==> config.mk <==
export PLATFORM = sky130hd
export DESIGN_NAME = axi_wr_arbiter
export DESIGN_NICKNAME = d
export VERILOG_FILES = /design/src/rtl/axi_pkg.sv /design/src/rtl/rr_arb2.sv /design/src/rtl/axi_wr_arbiter.sv
export SDC_FILE = /design/constraint.sdc
export NUM_CORES = 1
export LEC_CHECK = 0
export CORE_AREA = 2 2 113 115
export CTS_CLUSTER_DIAMETER = 60
export DETAILED_ROUTE_END_ITERATION = 10
export DIE_AREA = 0 0 115 117
export GPL_ROUTABILITY_DRIVEN = 0
export PLACE_DENSITY = 0.73
export SYNTH_ARGS = -nofsm -noshare
export SYNTH_HDL_FRONTEND = slang
export SYNTH_SLANG_ARGS = --single-unit
==> constraint.sdc <==
create_clock -name clk -period 1.6 [get_ports clk]
set_input_delay 0.32 -clock clk [delete_from_list [all_inputs] [get_ports clk]]
set_output_delay 0.32 -clock clk [all_outputs]
set_load 0.05 [all_outputs]
==> src/rtl/axi_pkg.sv <==
// Shared AXI interconnect definitions: write-arbiter state
// encoding and the master ID nibbles prefixed onto slave-side IDs.
package axi_pkg;

    typedef enum logic [1:0] {
        WA_IDLE,
        WA_ADDR,
        WA_DATA,
        WA_RESP
    } wr_arb_state_t;

    localparam int AXI_MID_W = 4;

    localparam logic [AXI_MID_W-1:0] AXI_MASTER_0_ID = 4'h1;
    localparam logic [AXI_MID_W-1:0] AXI_MASTER_1_ID = 4'h2;

endpackage

==> src/rtl/rr_arb2.sv <==
// Two-request round-robin picker.
// Ports: clk/rst; req[1:0] requests; last[1:0] one-hot owner to record;
//        update loads last into the pointer; gnt one-hot pick;
//        last_q registered last-granted pointer (resets to M1).
module rr_arb2
    import axi_pkg::*;
(
    input  logic       clk,
    input  logic       rst,
    input  logic [1:0] req,
    input  logic [1:0] last,
    input  logic       update,
    output logic [1:0] gnt,
    output logic [1:0] last_q
);

    always_ff @(posedge clk or posedge rst) begin
        if (rst) begin
            last_q <= 2'b10;
        end else if (update) begin
            last_q <= last;
        end
    end

    // On a tie the master not granted last wins.
    always_comb begin
        gnt = req;
        if (&req) begin
            gnt = last_q[0] ? 2'b10 : 2'b01;
        end
    end

endmodule

==> src/rtl/axi_wr_arbiter.sv <==
// Two-master AXI write scheduler: one whole write (AW, W burst, B)
// at a time, round-robin grant, master ID nibble prefixed on AWID_S.
// Ports: clk, rst (async, active-high); per-master AW/W/B channels
//        (_M0/_M1); slave-side AW/W/B channels (_S); grant_o one-hot
//        owner (00 when idle).
// Build option: WR_LEN_CHECK_EN adds W beat counting and the sticky
//        wlen_err_o burst-length error output.
module axi_wr_arbiter
    import axi_pkg::*;
#(
    parameter int ID_W   = 4,
    parameter int ADDR_W = 32,
    parameter int LEN_W  = 4,
    parameter int DATA_W = 32
) (
    input  logic                  clk,
    input  logic                  rst,
    input  logic [ID_W-1:0]       AWID_M0,
    input  logic [ADDR_W-1:0]     AWADDR_M0,
    input  logic [LEN_W-1:0]      AWLEN_M0,
    input  logic [2:0]            AWSIZE_M0,
    input  logic [1:0]            AWBURST_M0,
    input  logic                  AWVALID_M0,
    output logic                  AWREADY_M0,
    input  logic [DATA_W-1:0]     WDATA_M0,
    input  logic [DATA_W/8-1:0]   WSTRB_M0,
    input  logic                  WLAST_M0,
    input  logic                  WVALID_M0,
    output logic                  WREADY_M0,
    output logic [ID_W-1:0]       BID_M0,
    output logic [1:0]            BRESP_M0,
    output logic                  BVALID_M0,
    input  logic                  BREADY_M0,
    input  logic [ID_W-1:0]       AWID_M1,
    input  logic [ADDR_W-1:0]     AWADDR_M1,
    input  logic [LEN_W-1:0]      AWLEN_M1,
    input  logic [2:0]            AWSIZE_M1,
    input  logic [1:0]            AWBURST_M1,
    input  logic                  AWVALID_M1,
    output logic                  AWREADY_M1,
    input  logic [DATA_W-1:0]     WDATA_M1,
    input  logic [DATA_W/8-1:0]   WSTRB_M1,
    input  logic                  WLAST_M1,
    input  logic                  WVALID_M1,
    output logic                  WREADY_M1,
    output logic [ID_W-1:0]       BID_M1,
    output logic [1:0]            BRESP_M1,
    output logic                  BVALID_M1,
    input  logic                  BREADY_M1,
    output logic [ID_W+3:0]       AWID_S,
    output logic [ADDR_W-1:0]     AWADDR_S,
    output logic [LEN_W-1:0]      AWLEN_S,
    output logic [2:0]            AWSIZE_S,
    output logic [1:0]            AWBURST_S,
    output logic                  AWVALID_S,
    input  logic                  AWREADY_S,
    output logic [DATA_W-1:0]     WDATA_S,
    output logic [DATA_W/8-1:0]   WSTRB_S,
    output logic                  WLAST_S,
    output logic                  WVALID_S,
    input  logic                  WREADY_S,
    input  logic [ID_W+3:0]       BID_S,
    input  logic [1:0]            BRESP_S,
    input  logic                  BVALID_S,
    output logic                  BREADY_S,
    output logic [1:0]            grant_o
`ifdef WR_LEN_CHECK_EN
    ,
    output logic                  wlen_err_o
`endif
);

    wr_arb_state_t state_q, state_d;
    logic [1:0]    own_q;
    logic          own1;
    logic [1:0]    req, gnt, last_q;
    logic          aw_hs, w_hs, b_hs;

    // Only one write is outstanding, so the returned ID nibble
    // carries no routing information.
    logic unused_bid_nib;
    assign unused_bid_nib = ^BID_S[ID_W+3:ID_W];

    assign req   = {AWVALID_M1, AWVALID_M0};
    assign own1  = own_q[1];
    assign aw_hs = AWVALID_S & AWREADY_S;
    assign w_hs  = WVALID_S & WREADY_S;
    assign b_hs  = BVALID_S & BREADY_S;

    rr_arb2 u_rr (
        .clk    (clk),
        .rst    (rst),
        .req    (req),
        .last   (own_q),
        .update (b_hs),
        .gnt    (gnt),
        .last_q (last_q)
    );

    always_ff @(posedge clk or posedge rst) begin
        if (rst) begin
            state_q <= WA_IDLE;
            own_q   <= 2'b00;
        end else begin
            state_q <= state_d;
            if (state_q == WA_IDLE && |req) begin
                own_q <= gnt;
            end
        end
    end

    always_comb begin
        state_d = state_q;
        unique case (state_q)
            WA_IDLE: if (|req) state_d = WA_ADDR;
            WA_ADDR: if (aw_hs) state_d = WA_DATA;
            WA_DATA: if (w_hs && WLAST_S) state_d = WA_RESP;
            WA_RESP: if (b_hs) state_d = WA_IDLE;
            default: state_d = WA_IDLE;
        endcase
    end

    always_comb begin
        AWID_S     = '0;
        AWADDR_S   = '0;
        AWLEN_S    = '0;
        AWSIZE_S   = '0;
        AWBURST_S  = '0;
        AWVALID_S  = 1'b0;
        WDATA_S    = '0;
        WSTRB_S    = '0;
        WLAST_S    = 1'b0;
        WVALID_S   = 1'b0;
        BREADY_S   = 1'b0;
        AWREADY_M0 = 1'b0;
        AWREADY_M1 = 1'b0;
        WREADY_M0  = 1'b0;
        WREADY_M1  = 1'b0;
        BID_M0     = '0;
        BRESP_M0   = '0;
        BVALID_M0  = 1'b0;
        BID_M1     = '0;
        BRESP_M1   = '0;
        BVALID_M1  = 1'b0;
        grant_o    = 2'b00;
        unique case (state_q)
            WA_ADDR: begin
                AWID_S = own1 ? {AXI_MASTER_1_ID, AWID_M1}
                              : {AXI_MASTER_0_ID, AWID_M0};
                AWADDR_S   = own1 ? AWADDR_M1  : AWADDR_M0;
                AWLEN_S    = own1 ? AWLEN_M1   : AWLEN_M0;
                AWSIZE_S   = own1 ? AWSIZE_M1  : AWSIZE_M0;
                AWBURST_S  = own1 ? AWBURST_M1 : AWBURST_M0;
                AWVALID_S  = own1 ? AWVALID_M1 : AWVALID_M0;
                AWREADY_M0 = ~own1 & AWREADY_S;
                AWREADY_M1 = own1 & AWREADY_S;
            end
            WA_DATA: begin
                WDATA_S   = own1 ? WDATA_M1  : WDATA_M0;
                WSTRB_S   = own1 ? WSTRB_M1  : WSTRB_M0;
                WLAST_S   = own1 ? WLAST_M1  : WLAST_M0;
                WVALID_S  = own1 ? WVALID_M1 : WVALID_M0;
                WREADY_M0 = ~own1 & WREADY_S;
                WREADY_M1 = own1 & WREADY_S;
            end
            WA_RESP: begin
                BREADY_S = own1 ? BREADY_M1 : BREADY_M0;
                if (own1) begin
                    BID_M1    = BID_S[ID_W-1:0];
                    BRESP_M1  = BRESP_S;
                    BVALID_M1 = BVALID_S;
                end else begin
                    BID_M0    = BID_S[ID_W-1:0];
                    BRESP_M0  = BRESP_S;
                    BVALID_M0 = BVALID_S;
                end
            end
            default: ;
        endcase
        if (state_q != WA_IDLE) begin
            grant_o = own_q;
        end
    end

`ifdef WR_LEN_CHECK_EN
    logic [LEN_W-1:0] len_q;
    logic [LEN_W:0]   beat_q;
    logic             err_q;

    // beat_q counts completed beats; the current beat is the last
    // legal one exactly when beat_q equals the latched AWLEN.
    always_ff @(posedge clk or posedge rst) begin
        if (rst) begin
            len_q  <= '0;
            beat_q <= '0;
            err_q  <= 1'b0;
        end else if (aw_hs) begin
            len_q  <= AWLEN_S;
            beat_q <= '0;
        end else if (w_hs) begin
            beat_q <= beat_q + 1'b1;
            if (WLAST_S != (beat_q == {1'b0, len_q})) begin
                err_q <= 1'b1;
            end
        end
    end

    assign wlen_err_o = err_q;
`endif

endmodule

==> impl_metrics.py <==
metrics = {
    "floorplanning": {
        "rows": 41,
        "die_area_sq_mm": 0.0135,
        "fp.coreArea_sq_mm": 0.0123,
        "pin_count": 294,
        "start_util": 0.161,
        "dieWidth_um": 115,
        "die_h_um": 117,
    },
    "sta": {
        "maxSlewViolCount": 0,
        "hold_viol": 0,
        "setup_viol": 110,
        "fin_crit_sh": 1.23,
        "post-route-min-period_ps": 1980,
        "fin_skew_ps": 0.927,
        "rsz0062_at_grt": "yes",
        "setup_ws_ps": -376,
        "fmax_mhz": 506,
        "hold_ws_ps": 348,
    },
    "grt": {
        "grt_pass1_wl_um": 20400,
        "grt_usage": 0.197,
        "grt-ovfl-total": 0,
        "first_global_vias": 3617,
        "grt_start_max_net_pins": 25,
        "antenna_found_initial": 0,
    },
    "drt": {
        "wirelength_met1_um": 4990,
        "top_layer_used": "met4",
        "wl_per_cell_um": 19.9,
        "via_per_inst": 4.40,
        "num_vias": 3230,
        "wl_met3_um": 950,
        "drt_pass1_iterations": 4,
        "drc": 0,
        "first_iter_violations": 71,
        "routed_wl_um": 14600,
        "wl_met2_um": 8420,
        "ant_nets": 0,
    },
    "power_and_ir_drop": {
        "p_seq_frac": 0.017,
        "p_switching_mw": 7.53,
        "fin_total_pwr_mw": 17.1,
        "leakage_nw": 3.25,
        "ir_worst_vdd_v": 0.000995,
        "power_frac_comb": 0.958,
        "internal_power_mw": 9.56,
        "p_sw_frac": 0.441,
        "pwr-share-clk": 0.024,
        "power.density_mw_per_mm2": 2020,
    },
    "final_layout": {
        "syn2layout_area_growth_pct": 328,
        "nets": 775,
        "fin_util": 0.688,
        "n_antenna_cell": 0,
        "layout-drive-gt1-share": 0.649,
        "finalNonFillerCells": 734,
        "nFillCells": 785,
    },
    "placed_design": {
        "portBuffers": 287,
        "dp_slack_ps": -395,
        "placedCellCount": 695,
        "dp_hpwl_um": 9480,
    },
    "worst_setup_path": {
        "crit_type": "reg2out",
        "required_ps": 1280,
        "crit_path_max_fanout": 8,
        "worst_setup_path_end_kind": "primary output",
        "cp-start-kind": "flop",
        "critPathArrivalTime_ps": 1660,
    },
    "worst_hold_path": {
        "hold_path.class": "in2async",
    },
    "clocking": {
        "cts_tree": "done",
        "clk_pin_slew_ps": 30,
        "cts_hold_buf": 0,
        "root_buffer": "clkbuf_16",
        "cts_max_level": 1,
        "clock_latency_ps": 230,
        "cts.sinks": 5,
        "cts_inserted_buffers": 3,
        "clk_path_buf_depth": 2,
    },
    "logic_synthesis": {
        "ys_seq_elements": 5,
        "ys_types": 24,
        "synth-edff-count": 0,
        "seq_area_frac_synth": 0.0633,
        "synthCells": 250,
        "synth_area_sq_mm": 0.00198,
        "avgSynthCellArea_sq_um": 7.91,
        "async_reset_ff_frac": 1.00,
        "yosys_warnings": 0,
        "ys.flop_type": "dfrtp_1",
    },
    "outcome": {
        "violations": "negative setup slack",
        "status": "complete, but fails checks",
    },
    "flow_run": {
        "max-cap-violations": 0,
    },
}
==> power by group through the flow <==
stage	sequential [mW]	clock [mW]	combinational (mW)
global placement	0.293	0	12.3
CTS	0.288	0.425	15.6
finish	0.298	0.414	16.4
floorplan	0.236	0	7.17
detailed placement	0.298	0	12.5
global route	0.304	0.434	16.9
==> metrics by stage <==
step / instance area, sq um / TNS, ps
final: 8470 / -33640
after CTS: 8150 / -33400
after global placement: 6940 / -8140
after global routing: 8470 / -37380
after floorplan: 2670 / -3630
after detailed placement: 6940 / -10960
==> logic make-up after synthesis <==
family,Yosys count,share of synthesized area
compound gates,9,0.0417
fa+ha+maj,5,0.0316
buf+inv,28,0.0639
flops,5,0.0633
mux,87,0.442
other cells,1,0.00190
simple gates,115,0.355
==> critical path, stage by stage (launching register included) <==
cell and delay [ps]:
dfrtp_4 480, buf_8 140, buf_12 140, buf_12 150, mux2i_2 280, nor2b_4 80, buf_12 150
==> worst paths after layout <==
path / startpoint / endpoint / slack (ps) / cells after the start
setup / recovery: own_q[1]$_DFFE_PP0P_ / AWID_S[3] / -380 / 6
hold / removal: rst / u_rr.last_q[0]$_DFFE_PP0P_ / 350 / 2
setup reg to reg: own_q[1]$_DFFE_PP0P_ / state_q[1]$_DFFE_PP0P_ / -350 / 6
hold reg to reg: own_q[0]$_DFFE_PP0P_ / own_q[0]$_DFFE_PP0P_ / 510 / 1
max in group asynchronous: rst / own_q[1]$_DFFE_PP0P_ / 1030 / 2
min in group clk: own_q[0]$_DFFE_PP0P_ / own_q[0]$_DFFE_PP0P_ / 510 / 1
==> routing by layer <==
metal  track usage  vias to the layer above
met1         0.212                     1538
met2         0.391                      155
met3        0.0448                       22
met4        0.0410                        0
met5             0                        -
li1              -                     1515
==> synth_stat cells, types with 2 or more instances <==
cell,n,area share
nor2b_1,88,0.28
mux2i_1,84,0.43
clkbuf_1,12,0.023
and2_1,10,0.032
and3_1,9,0.028
buf_2,8,0.020
dfrtp_1,5,0.063
ha_1,5,0.032
inv_1,5,0.0095
nand2_1,4,0.0076
a21oi_1,3,0.0076
buf_4,3,0.011
mux2_2,2,0.011
nor2_1,2,0.0038
==> final cells by class <==
class	count	area, sq um	area share
clock buffers	4	78.8	0.00931
inverters	5	23.8	0.00281
multi-input cells	218	3120	0.369
flip-flops and latches	5	131	0.0155
well taps	150	188	0.0222
repair buffers	352	4920	0.582
==> placed cells by master, fill, tap and decap left out, types with 4 or more instances in the layout <==
cell type	n
clkdlybuf4s50_1	180
buf_12	116
nor2b_4	84
mux2i_2	47
mux2i_4	33
buf_4	24
buf_6	16
buf_16	11
and2_4	9
and3_4	9
mux2i_1	4
nor2b_2	4
ha_4	4
clkbuf_16	4
==> timing repair <==
item                                    CTS  global route
buffers inserted                         13            10
endpoints found under the setup margin  109           110
resized for setup                       161            36
cloned                                   12             1
pin swaps                                14             3
==> state kept, by name, summed over array words and instances, names as in the netlist <==
| signal | cells |
|---|---|
| state_q | 2 |
| u_rr.last_q | 1 |
| own_q | 2 |
No activity file was read; power rests on OpenSTA's default activity.
